==> src/rtl/mem_arb_pkg.sv <==
// mem_arb_pkg: shared definitions for the two-port memory arbiter.
//   state_t  - arbiter FSM encoding
//   PORT_*   - grant index of each master
package mem_arb_pkg;

  typedef enum logic [1:0] {
    IDLE  = 2'd0,
    READ  = 2'd1,
    WRITE = 2'd2,
    RESP  = 2'd3
  } state_t;

  localparam logic PORT_CPU = 1'b0;
  localparam logic PORT_AUX = 1'b1;

endpackage

==> src/rtl/mem_arbiter_if.sv <==
// mem_arbiter_if: one master's request/response channel into the arbiter.
//   valid/we/addr/wdata : request, driven by the master
//   ack/rdata/err       : one-cycle completion, driven by the arbiter
// Modports: master (requester side), slave (arbiter side).
interface mem_arbiter_if #(
  parameter int ADDR_W = 32,
  parameter int DATA_W = 8
);
  logic              valid;
  logic              we;
  logic [ADDR_W-1:0] addr;
  logic [DATA_W-1:0] wdata;
  logic              ack;
  logic [DATA_W-1:0] rdata;
  logic              err;

  modport master (output valid, we, addr, wdata, input  ack, rdata, err);
  modport slave  (input  valid, we, addr, wdata, output ack, rdata, err);
endinterface

==> src/rtl/mem_arbiter_rr_arb2.sv <==
// rr_arb2: combinational two-request round-robin picker.
//   valid[1:0] - pending requests
//   last_grant - index granted most recently
//   grant      - chosen index (only meaningful when any_valid)
//   any_valid  - at least one request pending
module rr_arb2 (
  input  logic [1:0] valid,
  input  logic       last_grant,
  output logic       grant,
  output logic       any_valid
);
  assign any_valid = |valid;
  // On contention alternate away from the last winner; otherwise take whoever asks.
  assign grant = (&valid) ? ~last_grant : valid[1];
endmodule

==> src/rtl/mem_arbiter.sv <==
// mem_arbiter: shares one byte-wide memory port between the CPU (req0)
// and an auxiliary master (req1), one transfer at a time, round-robin.
//   clk, rst_n        - clock, async active-low reset
//   req0, req1        - master channels (mem_arbiter_if.slave)
//   mem_addr          - latched address, held until the next grant
//   mem_data_in       - latched write data, held until the next grant
//   mem_data_out      - read data from memory
//   mem_read_en       - held through READ until mem_ready or timeout
//   mem_write_en      - single-cycle write strobe
//   mem_ready         - read data valid; ignored outside READ
module mem_arbiter
  import mem_arb_pkg::*;
#(
  parameter int ADDR_W  = 32,
  parameter int DATA_W  = 8,
  parameter int TIMEOUT = 15
) (
  input  logic              clk,
  input  logic              rst_n,
  mem_arbiter_if.slave      req0,
  mem_arbiter_if.slave      req1,
  output logic [ADDR_W-1:0] mem_addr,
  output logic [DATA_W-1:0] mem_data_in,
  input  logic [DATA_W-1:0] mem_data_out,
  output logic              mem_read_en,
  output logic              mem_write_en,
  input  logic              mem_ready
);

  localparam int CNT_W = $clog2(TIMEOUT + 1);

  state_t            state, state_nxt;
  logic              last_grant, gnt;
  logic              arb_gnt, any_valid;
  logic [CNT_W-1:0]  cnt;
  logic [DATA_W-1:0] rdata_q;
  logic              err_q;
  logic              ack0, ack1;

  logic              sel_we;
  logic [ADDR_W-1:0] sel_addr;
  logic [DATA_W-1:0] sel_wdata;
  logic              timeout_hit;

  rr_arb2 u_rr (
    .valid      ({req1.valid, req0.valid}),
    .last_grant (last_grant),
    .grant      (arb_gnt),
    .any_valid  (any_valid)
  );

  assign sel_we    = (arb_gnt == PORT_AUX) ? req1.we    : req0.we;
  assign sel_addr  = (arb_gnt == PORT_AUX) ? req1.addr  : req0.addr;
  assign sel_wdata = (arb_gnt == PORT_AUX) ? req1.wdata : req0.wdata;

  // cnt counts completed READ cycles; this is the TIMEOUT-th READ cycle.
  assign timeout_hit = (cnt == CNT_W'(TIMEOUT - 1));

  // State register
  always_ff @(posedge clk or negedge rst_n) begin
    if (!rst_n) state <= IDLE;
    else        state <= state_nxt;
  end

  // Next-state logic
  always_comb begin
    state_nxt = state;
    case (state)
      IDLE:    if (any_valid) state_nxt = sel_we ? WRITE : READ;
      READ:    if (mem_ready || timeout_hit) state_nxt = RESP;
      WRITE:   state_nxt = RESP;
      RESP:    state_nxt = IDLE;
      default: state_nxt = IDLE;
    endcase
  end

  // Outputs: strobes are decoded from state so reset kills them at once.
  always_comb begin
    mem_read_en  = 1'b0;
    mem_write_en = 1'b0;
    ack0         = 1'b0;
    ack1         = 1'b0;
    case (state)
      READ:  mem_read_en  = 1'b1;
      WRITE: mem_write_en = 1'b1;
      RESP: begin
        ack0 = (gnt == PORT_CPU);
        ack1 = (gnt == PORT_AUX);
      end
      default: ;
    endcase
  end

  assign req0.ack   = ack0;
  assign req0.rdata = ack0 ? rdata_q : '0;
  assign req0.err   = ack0 & err_q;
  assign req1.ack   = ack1;
  assign req1.rdata = ack1 ? rdata_q : '0;
  assign req1.err   = ack1 & err_q;

  // Grant, payload latch, timeout counter and response capture
  always_ff @(posedge clk or negedge rst_n) begin
    if (!rst_n) begin
      last_grant  <= PORT_AUX;  // CPU wins the first contention
      gnt         <= PORT_CPU;
      mem_addr    <= '0;
      mem_data_in <= '0;
      cnt         <= '0;
      rdata_q     <= '0;
      err_q       <= 1'b0;
    end else begin
      case (state)
        IDLE: if (any_valid) begin
          gnt         <= arb_gnt;
          last_grant  <= arb_gnt;
          mem_addr    <= sel_addr;
          mem_data_in <= sel_wdata;
          cnt         <= '0;
        end
        READ: begin
          cnt <= cnt + 1'b1;
          if (mem_ready) begin       // ready beats a coincident timeout
            rdata_q <= mem_data_out;
            err_q   <= 1'b0;
          end else if (timeout_hit) begin
            rdata_q <= '0;
            err_q   <= 1'b1;
          end
        end
        WRITE: begin
          rdata_q <= '0;
          err_q   <= 1'b0;
        end
        default: ;
      endcase
    end
  end

endmodule
==> src/flat_wrapper.sv <==
// flat-port wrapper written by rule: the top's interface ports become plain ports
module mem_arbiter_flat import mem_arb_pkg::*;
#(
  parameter int ADDR_W  = 32,
  parameter int DATA_W  = 8,
  parameter int TIMEOUT = 15
)
  (clk, rst_n, mem_addr, mem_data_in, mem_data_out, mem_read_en, mem_write_en, mem_ready, req0_valid, req0_we, req0_addr, req0_wdata, req0_ack, req0_rdata, req0_err, req1_valid, req1_we, req1_addr, req1_wdata, req1_ack, req1_rdata, req1_err);
  mem_arbiter_if #(.ADDR_W(ADDR_W), .DATA_W(DATA_W)) req0_i ();
  mem_arbiter_if #(.ADDR_W(ADDR_W), .DATA_W(DATA_W)) req1_i ();
  input  logic clk;
  input  logic rst_n;
  output logic [ADDR_W-1:0] mem_addr;
  output logic [DATA_W-1:0] mem_data_in;
  input  logic [DATA_W-1:0] mem_data_out;
  output logic mem_read_en;
  output logic mem_write_en;
  input  logic mem_ready;
  input wire logic [$bits(req0_i.valid)-1:0] req0_valid;
  input wire logic [$bits(req0_i.we)-1:0] req0_we;
  input wire logic [$bits(req0_i.addr)-1:0] req0_addr;
  input wire logic [$bits(req0_i.wdata)-1:0] req0_wdata;
  output wire logic [$bits(req0_i.ack)-1:0] req0_ack;
  output wire logic [$bits(req0_i.rdata)-1:0] req0_rdata;
  output wire logic [$bits(req0_i.err)-1:0] req0_err;
  input wire logic [$bits(req1_i.valid)-1:0] req1_valid;
  input wire logic [$bits(req1_i.we)-1:0] req1_we;
  input wire logic [$bits(req1_i.addr)-1:0] req1_addr;
  input wire logic [$bits(req1_i.wdata)-1:0] req1_wdata;
  output wire logic [$bits(req1_i.ack)-1:0] req1_ack;
  output wire logic [$bits(req1_i.rdata)-1:0] req1_rdata;
  output wire logic [$bits(req1_i.err)-1:0] req1_err;
  assign req0_i.valid = req0_valid;
  assign req0_i.we = req0_we;
  assign req0_i.addr = req0_addr;
  assign req0_i.wdata = req0_wdata;
  assign req0_ack = req0_i.ack;
  assign req0_rdata = req0_i.rdata;
  assign req0_err = req0_i.err;
  assign req1_i.valid = req1_valid;
  assign req1_i.we = req1_we;
  assign req1_i.addr = req1_addr;
  assign req1_i.wdata = req1_wdata;
  assign req1_ack = req1_i.ack;
  assign req1_rdata = req1_i.rdata;
  assign req1_err = req1_i.err;
  mem_arbiter #(.ADDR_W(ADDR_W), .DATA_W(DATA_W), .TIMEOUT(TIMEOUT)) u_core (.clk(clk), .rst_n(rst_n), .req0(req0_i), .req1(req1_i), .mem_addr(mem_addr), .mem_data_in(mem_data_in), .mem_data_out(mem_data_out), .mem_read_en(mem_read_en), .mem_write_en(mem_write_en), .mem_ready(mem_ready));
endmodule
==> config.mk <==
export PLATFORM = sky130hd
export DESIGN_NAME = mem_arbiter_flat
export DESIGN_NICKNAME = d
export VERILOG_FILES = /design/src/rtl/mem_arb_pkg.sv /design/src/rtl/mem_arbiter_if.sv /design/src/rtl/mem_arbiter_rr_arb2.sv /design/src/rtl/mem_arbiter.sv /design/src/flat_wrapper.sv
export SDC_FILE = /design/constraint.sdc
export NUM_CORES = 1
export LEC_CHECK = 0
export ABC_AREA = 1
export CAP_MARGIN = 40
export CORE_ASPECT_RATIO = 1.4
export CORE_MARGIN = 8
export CORE_UTILIZATION = 43
export DETAILED_ROUTE_END_ITERATION = 7
export PLACE_DENSITY = 0.92
export SLEW_MARGIN = 5
export SYNTH_ARGS = -nofsm -noshare
export SYNTH_HDL_FRONTEND = slang
export SYNTH_HIERARCHICAL = 1
export SYNTH_SLANG_ARGS = --single-unit
==> constraint.sdc <==
create_clock -name clk -period 3.4 [get_ports clk]
set_input_delay 0.51 -clock clk [delete_from_list [all_inputs] [get_ports clk]]
set_output_delay 0.51 -clock clk [all_outputs]
set_load 0.05 [all_outputs]
==> impl_metrics.xml <==
<?xml version="1.0" encoding="UTF-8"?>
<metrics>
  <group name="yosys">
    <metric name="yosysWarningCount" unit="">6</metric>
    <metric name="synth_xor_xnor_area_share" unit="%">0</metric>
    <metric name="synth-simple-area-share" unit="%">21.9</metric>
    <metric name="synth_adder_area_share" unit="%">2.49</metric>
    <metric name="synth_top_family_by_area" unit="">simple AND/OR/NAND/NOR gates</metric>
    <metric name="postSynth.asyncResetShare" unit="%">100</metric>
    <metric name="synthesis.area" unit="um2">3020</metric>
    <metric name="ys_seq_elements" unit="">57</metric>
    <metric name="yosysSeqAreaShare" unit="%">47.3</metric>
    <metric name="synth_nets" unit="">462</metric>
    <metric name="synth.area.mux_share" unit="%">0</metric>
    <metric name="synth_compound_area_share" unit="%">19.4</metric>
    <metric name="dominantRegCellSynth" unit="">sky130_fd_sc_hd__dfrtp_1</metric>
    <metric name="count_of_different_cell_masters_after_synthesis" unit="">22</metric>
    <metric name="syn_area_per_cell" unit="um2">8.36</metric>
    <metric name="synthesis.instances" unit="">361</metric>
    <metric name="synth_enable_flop_cells" unit="">0</metric>
  </group>
  <group name="worst_setup_path">
    <metric name="worstSetupPathType" unit="">reg -&gt; out</metric>
    <metric name="worstPathMaxFanout" unit="">14</metric>
    <metric name="crit_path_cell_trace" unit="">inv_1, ha_1, clkdlybuf4s50_1</metric>
    <metric name="r2r_slack" unit="ns">1.50</metric>
    <metric name="timing.reg2reg.worst_path_depth" unit="">7</metric>
    <metric name="cpPeakStageDelay" unit="ns">0.90</metric>
    <metric name="endpoint_of_the_worst_setup_timing_path" unit="">mem_read_en</metric>
    <metric name="crit_family" unit="">buffers and inverters</metric>
    <metric name="critical_path_depth" unit="">3</metric>
    <metric name="worst-path-buf-inv" unit="">2</metric>
    <metric name="critPathSlowestCell" unit="">sky130_fd_sc_hd__clkdlybuf4s50_1</metric>
    <metric name="startpoint" unit="">u_core/state[1]</metric>
    <metric name="r2r-end" unit="">u_core/cnt[3]</metric>
    <metric name="critPathCaptureType" unit="">output pin</metric>
    <metric name="critPathRequiredTime" unit="ns">2.89</metric>
    <metric name="start_kind" unit="">flip-flop</metric>
    <metric name="worst-endpoint-arrival" unit="ns">2.20</metric>
    <metric name="r2r_start" unit="">u_core/state[0]</metric>
  </group>
  <group name="clock_tree">
    <metric name="cts_post_setup_buffers_inserted" unit="">0</metric>
    <metric name="ctsHoldBuffers" unit="">0</metric>
    <metric name="tritoncts" unit="">built</metric>
    <metric name="tritoncts_num_sinks" unit="">57</metric>
    <metric name="postCtsResizedCells" unit="">0</metric>
    <metric name="cts-root-buf" unit="">sky130_fd_sc_hd__clkbuf_8</metric>
    <metric name="tritoncts.num_buffers" unit="">9</metric>
    <metric name="cts_buffer_depth" unit="">2</metric>
    <metric name="clk_pin_slew" unit="ns">0.07</metric>
    <metric name="clkLatencyLatePin" unit="ns">0.34</metric>
    <metric name="h-tree-depth" unit="">3</metric>
  </group>
  <group name="floorplan">
    <metric name="initial_utilization" unit="%">43.8</metric>
    <metric name="fp.dieArea" unit="um2">10000</metric>
    <metric name="pin_count" unit="">157</metric>
    <metric name="rows" unit="">36</metric>
    <metric name="dieWidth" unit="um">86.8</metric>
    <metric name="die_height" unit="um">115</metric>
    <metric name="placeableCoreArea" unit="um2">6890</metric>
  </group>
  <group name="grt">
    <metric name="grt_max_degree" unit="">44</metric>
    <metric name="grt_pass1_vias" unit="">3212</metric>
    <metric name="grt_first_pass_wirelength" unit="mm">15.5</metric>
    <metric name="globalRouteOverflowTotal" unit="">0</metric>
    <metric name="groute.usage.overall" unit="%">19.8</metric>
    <metric name="number_of_antenna_violations_at_the_first_check_in_global_routing" unit="">0</metric>
  </group>
  <group name="sta">
    <metric name="fin_worst_hold_slack" unit="ns">0.0323</metric>
    <metric name="fmax" unit="MHz">369</metric>
    <metric name="maxSlewViolCount" unit="">0</metric>
    <metric name="fin_worst_skew" unit="ns">0.00949</metric>
    <metric name="timing_worst_slew_pin_value" unit="ns">0.757</metric>
    <metric name="rsz0062_at_grt" unit="">no</metric>
    <metric name="finalWorstPathRequiredPeriod" unit="ns">2.71</metric>
    <metric name="timing.setup.tns" unit="ns">0</metric>
    <metric name="hold_viol" unit="">0</metric>
    <metric name="timing.slew.headroom" unit="%">49.5</metric>
    <metric name="setup_viol" unit="">0</metric>
    <metric name="timing.final.crit_share" unit="%">79.7</metric>
    <metric name="layout_setup_ws" unit="ns">0.691</metric>
  </group>
  <group name="hold_path">
    <metric name="hp-class" unit="">in -&gt; async</metric>
  </group>
  <group name="power">
    <metric name="peakVddDrop" unit="uV">508</metric>
    <metric name="total_leakage_power" unit="nW">2.03</metric>
    <metric name="power_density" unit="nW/um2">964</metric>
  </group>
  <group name="detailed_routing">
    <metric name="drt.antenna.violating_nets" unit="">0</metric>
    <metric name="dr.first_iter.drc_count" unit="">126</metric>
    <metric name="route.final.wire_length" unit="mm">9.49</metric>
    <metric name="post_drt_via_cell_ratio" unit="">4.89</metric>
    <metric name="top_layer" unit="">met4</metric>
    <metric name="drt_wl_cell" unit="um">15.5</metric>
    <metric name="dr_wl_met3" unit="um">693</metric>
    <metric name="met2WireLength" unit="mm">4.99</metric>
    <metric name="first_drt_pass_iteration_count" unit="">4</metric>
    <metric name="wl_met1" unit="mm">3.58</metric>
    <metric name="route.detailed.drc" unit="">0</metric>
    <metric name="via_count" unit="">2992</metric>
  </group>
  <group name="layout">
    <metric name="most_common_cell_after_layout_fill_and_taps_aside" unit="">sky130_fd_sc_hd__clkdlybuf4s50_1</metric>
    <metric name="n_antenna_cell" unit="">0</metric>
    <metric name="post_route_cells_drive_above_1_share" unit="%">12.4</metric>
    <metric name="multi_input_area" unit="um2">1330</metric>
    <metric name="area_delta_synth_final" unit="%">57.5</metric>
    <metric name="post-route-util" unit="%">69.0</metric>
    <metric name="layout.area.seq" unit="um2">1430</metric>
    <metric name="nFillCells" unit="">544</metric>
    <metric name="most-common-layout-cells" unit="">sky130_fd_sc_hd__clkdlybuf4s50_1, sky130_fd_sc_hd__nand2_1, sky130_fd_sc_hd__nor2_1</metric>
    <metric name="design.final.nets" unit="">613</metric>
  </group>
  <group name="job">
    <metric name="maxCapViolations" unit="">0</metric>
  </group>
  <group name="placed_design">
    <metric name="place.port_buffers" unit="">156</metric>
    <metric name="globalplace.congestion" unit="">0.773</metric>
    <metric name="dp_worst_setup_slack" unit="ns">1.04</metric>
    <metric name="dp_hpwl" unit="mm">7.20</metric>
  </group>
  <group name="outcome">
    <metric name="outcome" unit="">completed</metric>
  </group>
</metrics>
## flip-flops by register name, summed over array words and instances (netlist names)
name	count
u_core/cnt	4
u_core/err_q	1
u_core/gnt	1
u_core/last_grant	1
u_core/mem_addr	32
u_core/mem_data_in	8
u_core/rdata_q	8
u_core/state	2
## metrics by stage
stage,power [mW],area (um2),cells
CTS,4.63,4750,612
floorplan,3.22,3020,361
global route,4.88,4750,612
detailed placement,4.06,4580,596
finish,4.58,4750,612
global placement,3.96,4560,595
## routing by layer
metal	global-route usage (%)	vias up
met4	8.65	0
met1	20.8	1407
met5	0	-
li1	-	1462
met2	35.0	105
met3	6.51	18
## Yosys cell counts (2+ instances only)
cell type | count | share of area (%)
sky130_fd_sc_hd__o21ai_0 | 2 | 0.33
sky130_fd_sc_hd__inv_1 | 24 | 3.0
sky130_fd_sc_hd__buf_6 | 4 | 1.5
sky130_fd_sc_hd__nand4_1 | 8 | 1.7
sky130_fd_sc_hd__buf_2 | 11 | 1.8
sky130_fd_sc_hd__a21oi_1 | 44 | 7.3
sky130_fd_sc_hd__nand3_1 | 7 | 1.2
sky130_fd_sc_hd__a21oi_2 | 39 | 11
sky130_fd_sc_hd__nand2_1 | 86 | 11
sky130_fd_sc_hd__nor2_1 | 61 | 7.6
sky130_fd_sc_hd__buf_8 | 4 | 2.0
sky130_fd_sc_hd__dfrtp_1 | 56 | 46
sky130_fd_sc_hd__ha_1 | 6 | 2.5
## final cells by class
type | count | share of cell area, %
Clock inverter | 3 | 0.316
Inverter | 27 | 2.29
Multi-Input combinational cell | 258 | 28.1
Tap cell | 95 | 2.50
Sequential cell | 57 | 30.0
Clock buffer | 13 | 3.34
Timing Repair Buffer | 159 | 33.5
## logic make-up after synthesis
kind of cell             Yosys count
AND/OR/NAND/NOR                  165
AO/OA/AOI/OAI                     87
flip-flops                        57
buffers and inverters             46
adder cells (fa/ha/maj)            6
## power by group
part | leakage [nW] | total, mW | switching [mW] | internal, mW
logic | 1.27 | 2.82 | 1.90 | 0.924
clock network | 0.0932 | 0.560 | 0.259 | 0.301
registers | 0.669 | 1.20 | 0.184 | 1.02
total | 2.03 | 4.58 | 2.34 | 2.24
## worst reg2reg max path: stages, from the launching register on
cell and delay [ns]:
sky130_fd_sc_hd__dfrtp_1 0.41, sky130_fd_sc_hd__inv_1 0.11, sky130_fd_sc_hd__ha_1 0.30, sky130_fd_sc_hd__nand2_4 0.34, sky130_fd_sc_hd__inv_8 0.37, sky130_fd_sc_hd__nand2_1 0.13
sky130_fd_sc_hd__nand2_1 0.09, sky130_fd_sc_hd__nor2_1 0.04
## how the worst min path moves through the flow
stage,startpoint,to,slack [ns],cells after the start
after floorplan,rst_n,u_core/cnt[0],0.21,0
after global placement,u_core/rdata_q[2],u_core/rdata_q[2],0.46,2
after detailed placement,rst_n,u_core/rdata_q[4],0.39,1
after CTS,rst_n,u_core/rdata_q[4],0.02,1
after global routing,rst_n,u_core/rdata_q[4],0.03,1
final,rst_n,u_core/rdata_q[4],0.03,1
(Power assumes the default switching activity.)
